===== config.mk =====
export PLATFORM = sky130hd
export DESIGN_NAME = reg_write_arbiter
export DESIGN_NICKNAME = d
export VERILOG_FILES = /design/src/rtl/reg_write_arbiter.sv
export SDC_FILE = /design/constraint.sdc
export NUM_CORES = 1
export LEC_CHECK = 0
export BUFFER_PORTS_ARGS = -buffer_cell sky130_fd_sc_hd__buf_4
export CORE_UTILIZATION = 42
export CTS_CLUSTER_SIZE = 28
export DETAILED_ROUTE_END_ITERATION = 16
export PLACE_DENSITY = 0.75
export SLEW_MARGIN = 20
export SYNTH_ARGS = -nofsm -noshare
export SYNTH_HDL_FRONTEND = slang
export SYNTH_SLANG_ARGS = --single-unit

===== constraint.sdc =====
create_clock -name CLK -period 1.47 [get_ports CLK]
set_input_delay 0.147 -clock CLK [delete_from_list [all_inputs] [get_ports CLK]]
set_output_delay 0.147 -clock CLK [all_outputs]
set_load 0.005 [all_outputs]

===== src/rtl/reg_write_arbiter.sv =====
// Write-port arbiter for the 8x8 register file: round-robin between the datapath
// and debug ports, plus a hardware clear sequencer that zeroes every register.
module reg_write_arbiter #(
  parameter int unsigned DATA_WIDTH = 8,
  parameter int unsigned ADDR_WIDTH = 3,
  parameter int unsigned NUM_REGS   = 8
) (
  input  logic                  CLK,
  input  logic                  RESET,
  input  logic                  REQ0,
  input  logic [ADDR_WIDTH-1:0] ADDR0,
  input  logic [DATA_WIDTH-1:0] DATA0,
  output logic                  ACK0,
  input  logic                  REQ1,
  input  logic [ADDR_WIDTH-1:0] ADDR1,
  input  logic [DATA_WIDTH-1:0] DATA1,
  output logic                  ACK1,
  input  logic                  CLEAR,
  output logic                  BUSY,
  output logic                  WRITEENABLE,
  output logic [ADDR_WIDTH-1:0] INADDRESS,
  output logic [DATA_WIDTH-1:0] IN
);

  localparam logic [ADDR_WIDTH-1:0] LastAddr = ADDR_WIDTH'(NUM_REGS - 1);
  localparam logic [ADDR_WIDTH-1:0] CntOne   = ADDR_WIDTH'(1);

  typedef enum logic [0:0] {StArb, StClr} state_e;

  state_e                r_state;
  logic [ADDR_WIDTH-1:0] r_cnt;
  logic                  r_rr;       // 0: port 0 wins a tie, 1: port 1 wins a tie
  logic                  r_we;
  logic [ADDR_WIDTH-1:0] r_addr;
  logic [DATA_WIDTH-1:0] r_data;
  logic                  r_ack0;
  logic                  r_ack1;
  logic                  r_busy;

  logic w_grant0;
  logic w_grant1;

  always_comb begin
    w_grant0 = REQ0 & (~REQ1 | ~r_rr);
    w_grant1 = REQ1 & (~REQ0 |  r_rr);
  end

  always_ff @(posedge CLK or negedge RESET) begin
    if (!RESET) begin
      r_state <= StArb;
      r_cnt   <= '0;
      r_rr    <= 1'b0;
      r_we    <= 1'b0;
      r_addr  <= '0;
      r_data  <= '0;
      r_ack0  <= 1'b0;
      r_ack1  <= 1'b0;
      r_busy  <= 1'b0;
    end else begin
      unique case (r_state)
        StArb: begin
          if (CLEAR) begin
            // Clear wins over pending requests; address 0 is written on this edge.
            r_state <= StClr;
            r_cnt   <= CntOne;
            r_we    <= 1'b1;
            r_addr  <= '0;
            r_data  <= '0;
            r_ack0  <= 1'b0;
            r_ack1  <= 1'b0;
            r_busy  <= 1'b1;
          end else begin
            r_busy <= 1'b0;
            if (w_grant0) begin
              r_we   <= 1'b1;
              r_addr <= ADDR0;
              r_data <= DATA0;
              r_ack0 <= 1'b1;
              r_ack1 <= 1'b0;
              r_rr   <= 1'b1;
            end else if (w_grant1) begin
              r_we   <= 1'b1;
              r_addr <= ADDR1;
              r_data <= DATA1;
              r_ack0 <= 1'b0;
              r_ack1 <= 1'b1;
              r_rr   <= 1'b0;
            end else begin
              // Idle: address and data hold their last values.
              r_we   <= 1'b0;
              r_ack0 <= 1'b0;
              r_ack1 <= 1'b0;
            end
          end
        end
        StClr: begin
          r_we   <= 1'b1;
          r_addr <= r_cnt;
          r_data <= '0;
          r_ack0 <= 1'b0;
          r_ack1 <= 1'b0;
          r_busy <= 1'b1;
          if (r_cnt == LastAddr) begin
            r_state <= StArb;
            r_cnt   <= '0;
          end else begin
            r_cnt <= r_cnt + CntOne;
          end
        end
        default: begin
          r_state <= StArb;
          r_cnt   <= '0;
          r_we    <= 1'b0;
          r_ack0  <= 1'b0;
          r_ack1  <= 1'b0;
          r_busy  <= 1'b0;
        end
      endcase
    end
  end

  assign WRITEENABLE = r_we;
  assign INADDRESS   = r_addr;
  assign IN          = r_data;
  assign ACK0        = r_ack0;
  assign ACK1        = r_ack1;
  assign BUSY        = r_busy;

endmodule


# Word level (Yosys, flattened, before mapping)
# Cells that the tools add are included.
# totals
regBits	20
inputBits	27
out_inout_bits	15
wordCells	51
# classes
add_sub_neg	1
n_eq_ne	3
mux	27
bitwise	9
reduce_logical	2
# op_table
cell	count
$mux W8	3
$pmux W8 S2	1
$mux W3	5
$pmux W3 S2	2
$mux W1	11
$pmux W1 S2	5
$not A1 Y1	5
$ne A4 B4 Y1 const B	1
$add A3 B1 Y3 const B	1
$eq A3 B3 Y1 const B	1
$reduce_and A3 Y1	1
$and A1 B1 Y1	2
$ne A2 B2 Y1 const B	1
$or A1 B1 Y1	2
$reduce_bool A2 Y1	1

# Depth between registers and ports, before layout
# depth
word_depth	7
depth_mapped	5
depth_no_buf	4

# Worst setup path before layout
# No wires, ideal clock.
# synth_path
kind	register -> register
from	register r_state
to	register r_addr[0] (netlist: INADDRESS[0])
setup_ns	0.128
t_arrival_ns	1.155
t_required_ns	1.342
setup_slack_ns	0.187
stages_incl_launch_ff	6
path_buffers	1
synth_period_minus_slack_ns	1.283
cell_sequence	dfrtp_1 buf_6 nor4_4 inv_4 nor2_1 a31oi_1
# synth_between
elab_chain_len	2
word_cells_on_any_way	3
classes_between	eq/ne: 1; mux: 1; bitwise: 1
# synth_lines
item	line_no	source
start, declared	30	state_e r_state;
start signal, assigned	50	r_state <= StArb;
start signal, assigned	64	r_state <= StClr;
start signal, assigned	104	r_state <= StArb;
$not A1 Y1 (no line)	n/a	
$ne A4 B4 Y1 (no line) / $pmux W3 S2 (equally long branches)	n/a	
end signal, assigned	98	r_addr <= r_cnt;
end, declared	34	logic [ADDR_WIDTH-1:0] r_addr;
# Parallel ways exist; a longest one is shown, timed or not.
# A chain may end at the register's enable or synchronous reset.

# Worst setup path after layout
# layout_path
from	register r_state
to	register r_data[0] (netlist: IN[0])
# layout_between
elab_chain_len	2
word_cells_on_any_way	3
classes_between	eq/ne: 1; mux: 1; bitwise: 1
# layout_lines
item	line_no	source
$not A1 Y1 (no line)	n/a	
$ne A4 B4 Y1 (no line) / $pmux W8 S2 (equally long branches)	n/a	
end signal, assigned	55	r_data <= '0;
end signal, assigned	68	r_data <= '0;
end signal, assigned	77	r_data <= DATA0;
end, declared	35	logic [DATA_WIDTH-1:0] r_data;
# Parallel ways exist; a longest one is shown, timed or not.

==> summary.txt <==
Outcome: complete, no violations
Most frequent cells in the layout: buf_4, dfrtp_1, nand2_1
Post-Synthesis Cells: 81
Core Util, Final: 0.647
Slowest CP cell: dfrtp_2
Tcrit/Tclk final: 0.863
Fillers: 170
DR iter-0 viols: 13
Core Box Area: 1980 um^2
Via-to-Cell Ratio: 5.13
Max_slew headroom: 0.752
Share of cells above drive strength 1: 0.413
Clk buf depth: 2
Final hold slack: 75.5 ps
Max Freq: 0.789 GHz
Number of global-route vias before repair: 778
TritonCTS clock tree: done
Slowest stage delay, CP: 500 ps
Post-route ant nets: 0
FF+latch count, synth: 20
DRC Markers: 0
Max-cap violations: 0
Post-DP HPWL: 1.51 mm
Critical Path Source Type: flip-flop
Gate power share: 0.324
Synth-to-layout area growth: 42.2%
Clk sinks: 20
Leading cell type in the layout, fill and taps excluded: buf_4
Arr. time, crit path: 1500 ps
WL/cell: 13.0 um
Final wirelength: 2.00 mm
Cells along the critical path: nor4_4, buf_4, nand2_1, o21ai_0
Sequential element share of the synthesized area: 0.555
1st-pass router iterations: 4
Critical Path RT: 1700 ps
Avg Cell Area, Syn: 11.1 um^2
Pwr Density: 1320 nW/um^2
Worst-Margin Slew: 369 ps
Endpoints failing hold: 0
Worst skew pair latency: 300 ps
Synth Net Count: 110
Multi-input gate area: 360 um^2
GRT Overall Usage: 0.189
WP buf/inv: 1
Sequential cell area: 502 um^2
IO Pins: 42
Clk_skew: 7.31 ps
Power Internal: 1.16 mW
H-tree lvl count: 1
Number of I/O port buffers: 41
Synth Cell Area: 902 um^2
Clk pwr share: 0.190
Net Sw Frac: 0.315
Via Count: 785
Initial antenna violation count: 0
Total grt overflow: 0
Final Max Slew Viols: 0
Hold Path Class: input port to flip-flop
TritonCTS buffer count: 3
Switch Pwr: 0.535 mW
CTS root buf: clkbuf_4
Unrepaired setup endpoints after global routing: false
Die area: 2340 um^2
Final setup viols: 0
VDD IR max: 0.929 mV
LEAKAGE: 0.649 nW
Nets@finish: 156
Share of power burned in registers: 0.485
Final GP Congestion: 0.756
Synth unique cells: 21
Antenna cells: 0
Setup TNS Final: 0 ps
Core Rows: 16
Worst-path maximum fanout: 10
Critical path capture point type: flip-flop
Ys Warns: 0
Pin count of the biggest net entering global routing: 21
Crit-path leading delay family: flip-flops
Reg clk slew, reported paths: 120 ps
Pwr Total: 1.70 mW
Fin crit period: 1270 ps
Die Wd: 48.3 um
Starting Density: 0.455
WS Path Type: flip-flop to flip-flop
First-pass GRT wire length: 3.40 mm
DIE HEIGHT: 48.3 um
## worst reg2reg max path, cell delays in order, from the launching register on
cell	delay (ps)
dfrtp_2	500
nor4_4	360
buf_4	220
nand2_1	60
o21ai_0	70
## path summary, 6_finish.rpt
check	cells after the start	slack, ps	endpoint	startpoint
max in group asynchronous	2	990	r_state$_DFF_PN0_	RESET
setup / recovery	4	200	IN[0]$_DFFE_PN0P_	r_state$_DFF_PN0_
hold / removal	2	80	ACK1$_DFF_PN0_	REQ0
setup reg to reg	4	200	IN[0]$_DFFE_PN0P_	r_state$_DFF_PN0_
hold reg to reg	2	500	IN[2]$_DFFE_PN0P_	IN[2]$_DFFE_PN0P_
min in group asynchronous	2	250	r_cnt[1]$_DFFE_PN0P_	RESET
## what timing repair did
item | in CTS | in global routing
setup endpoints to repair | 0 | 8
hold buffers | 1 | 0
resized for setup | 0 | 2
endpoints found under the hold margin | 20 | 0
buffers inserted | 0 | 0
## sequential cells by signal, indices dropped and copies added (netlist names)
name	cells
ACK1	1
r_state	1
r_cnt	3
BUSY	1
ACK0	1
r_rr	1
IN	8
INADDRESS	3
WRITEENABLE	1
## kinds of logic (layout without fill, tap and decap cells)
group | count (synthesis) | count (layout) | synth area share
AO/OA/AOI/OAI | 24 | 24 | 0.169
AND/OR/NAND/NOR | 20 | 20 | 0.110
multiplexers | 8 | 8 | 0.0888
flip-flops | 20 | 20 | 0.555
adder cells (fa/ha/maj) | 2 | 2 | 0.0277
buffers and inverters | 7 | 52 | 0.0499
## power by group through the flow
stage / sequential, mW / combinational [mW] / clock (mW)
finish: 0.825 / 0.551 / 0.324
global placement: 0.819 / 0.541 / 0
floorplan: 0.790 / 0.356 / 0
CTS: 0.822 / 0.557 / 0.327
global route: 0.846 / 0.615 / 0.350
detailed placement: 0.834 / 0.556 / 0
## cells in the mapped netlist, drive strengths merged
library cell,instances,area share
nand2b,1,0.0069
nand3,3,0.017
ha,2,0.028
a21bo,1,0.011
inv,4,0.019
o22ai,1,0.0069
a22o,2,0.019
a32oi,3,0.029
nor4,1,0.024
nor2,6,0.025
mux2i,8,0.089
o21ai,10,0.055
a21oi,2,0.011
a21boi,1,0.0083
nand2,9,0.037
a31oi,4,0.028
buf,3,0.031
dfrtp,20,0.55
## per-layer routing
layer	routed length, um	GRT usage
met2	1060	0.329
met3	65	0.0283
met1	830	0.231
met4	38	0.0882
met5	0	0
## final cells by class
class / count / share of cell area
Sequential cell: 20 / 0.391
Timing Repair Buffer: 44 / 0.260
Inverter: 4 / 0.0137
Multi-Input combinational cell: 54 / 0.281
Clock buffer: 4 / 0.0283
Tap cell: 27 / 0.0263
## per-stage QoR
| step | worst slack [ps] | cells | cell area, um^2 |
|---|---|---|---|
| after detailed placement | 44.5 | 148 | 1230 |
| after floorplan | 187 | 81 | 902 |
| after CTS | 29.5 | 153 | 1280 |
| after global routing | 100 | 153 | 1280 |
| final | 202 | 153 | 1280 |
| after global placement | 126 | 148 | 1230 |
No activity file was read; power rests on OpenSTA's default activity.
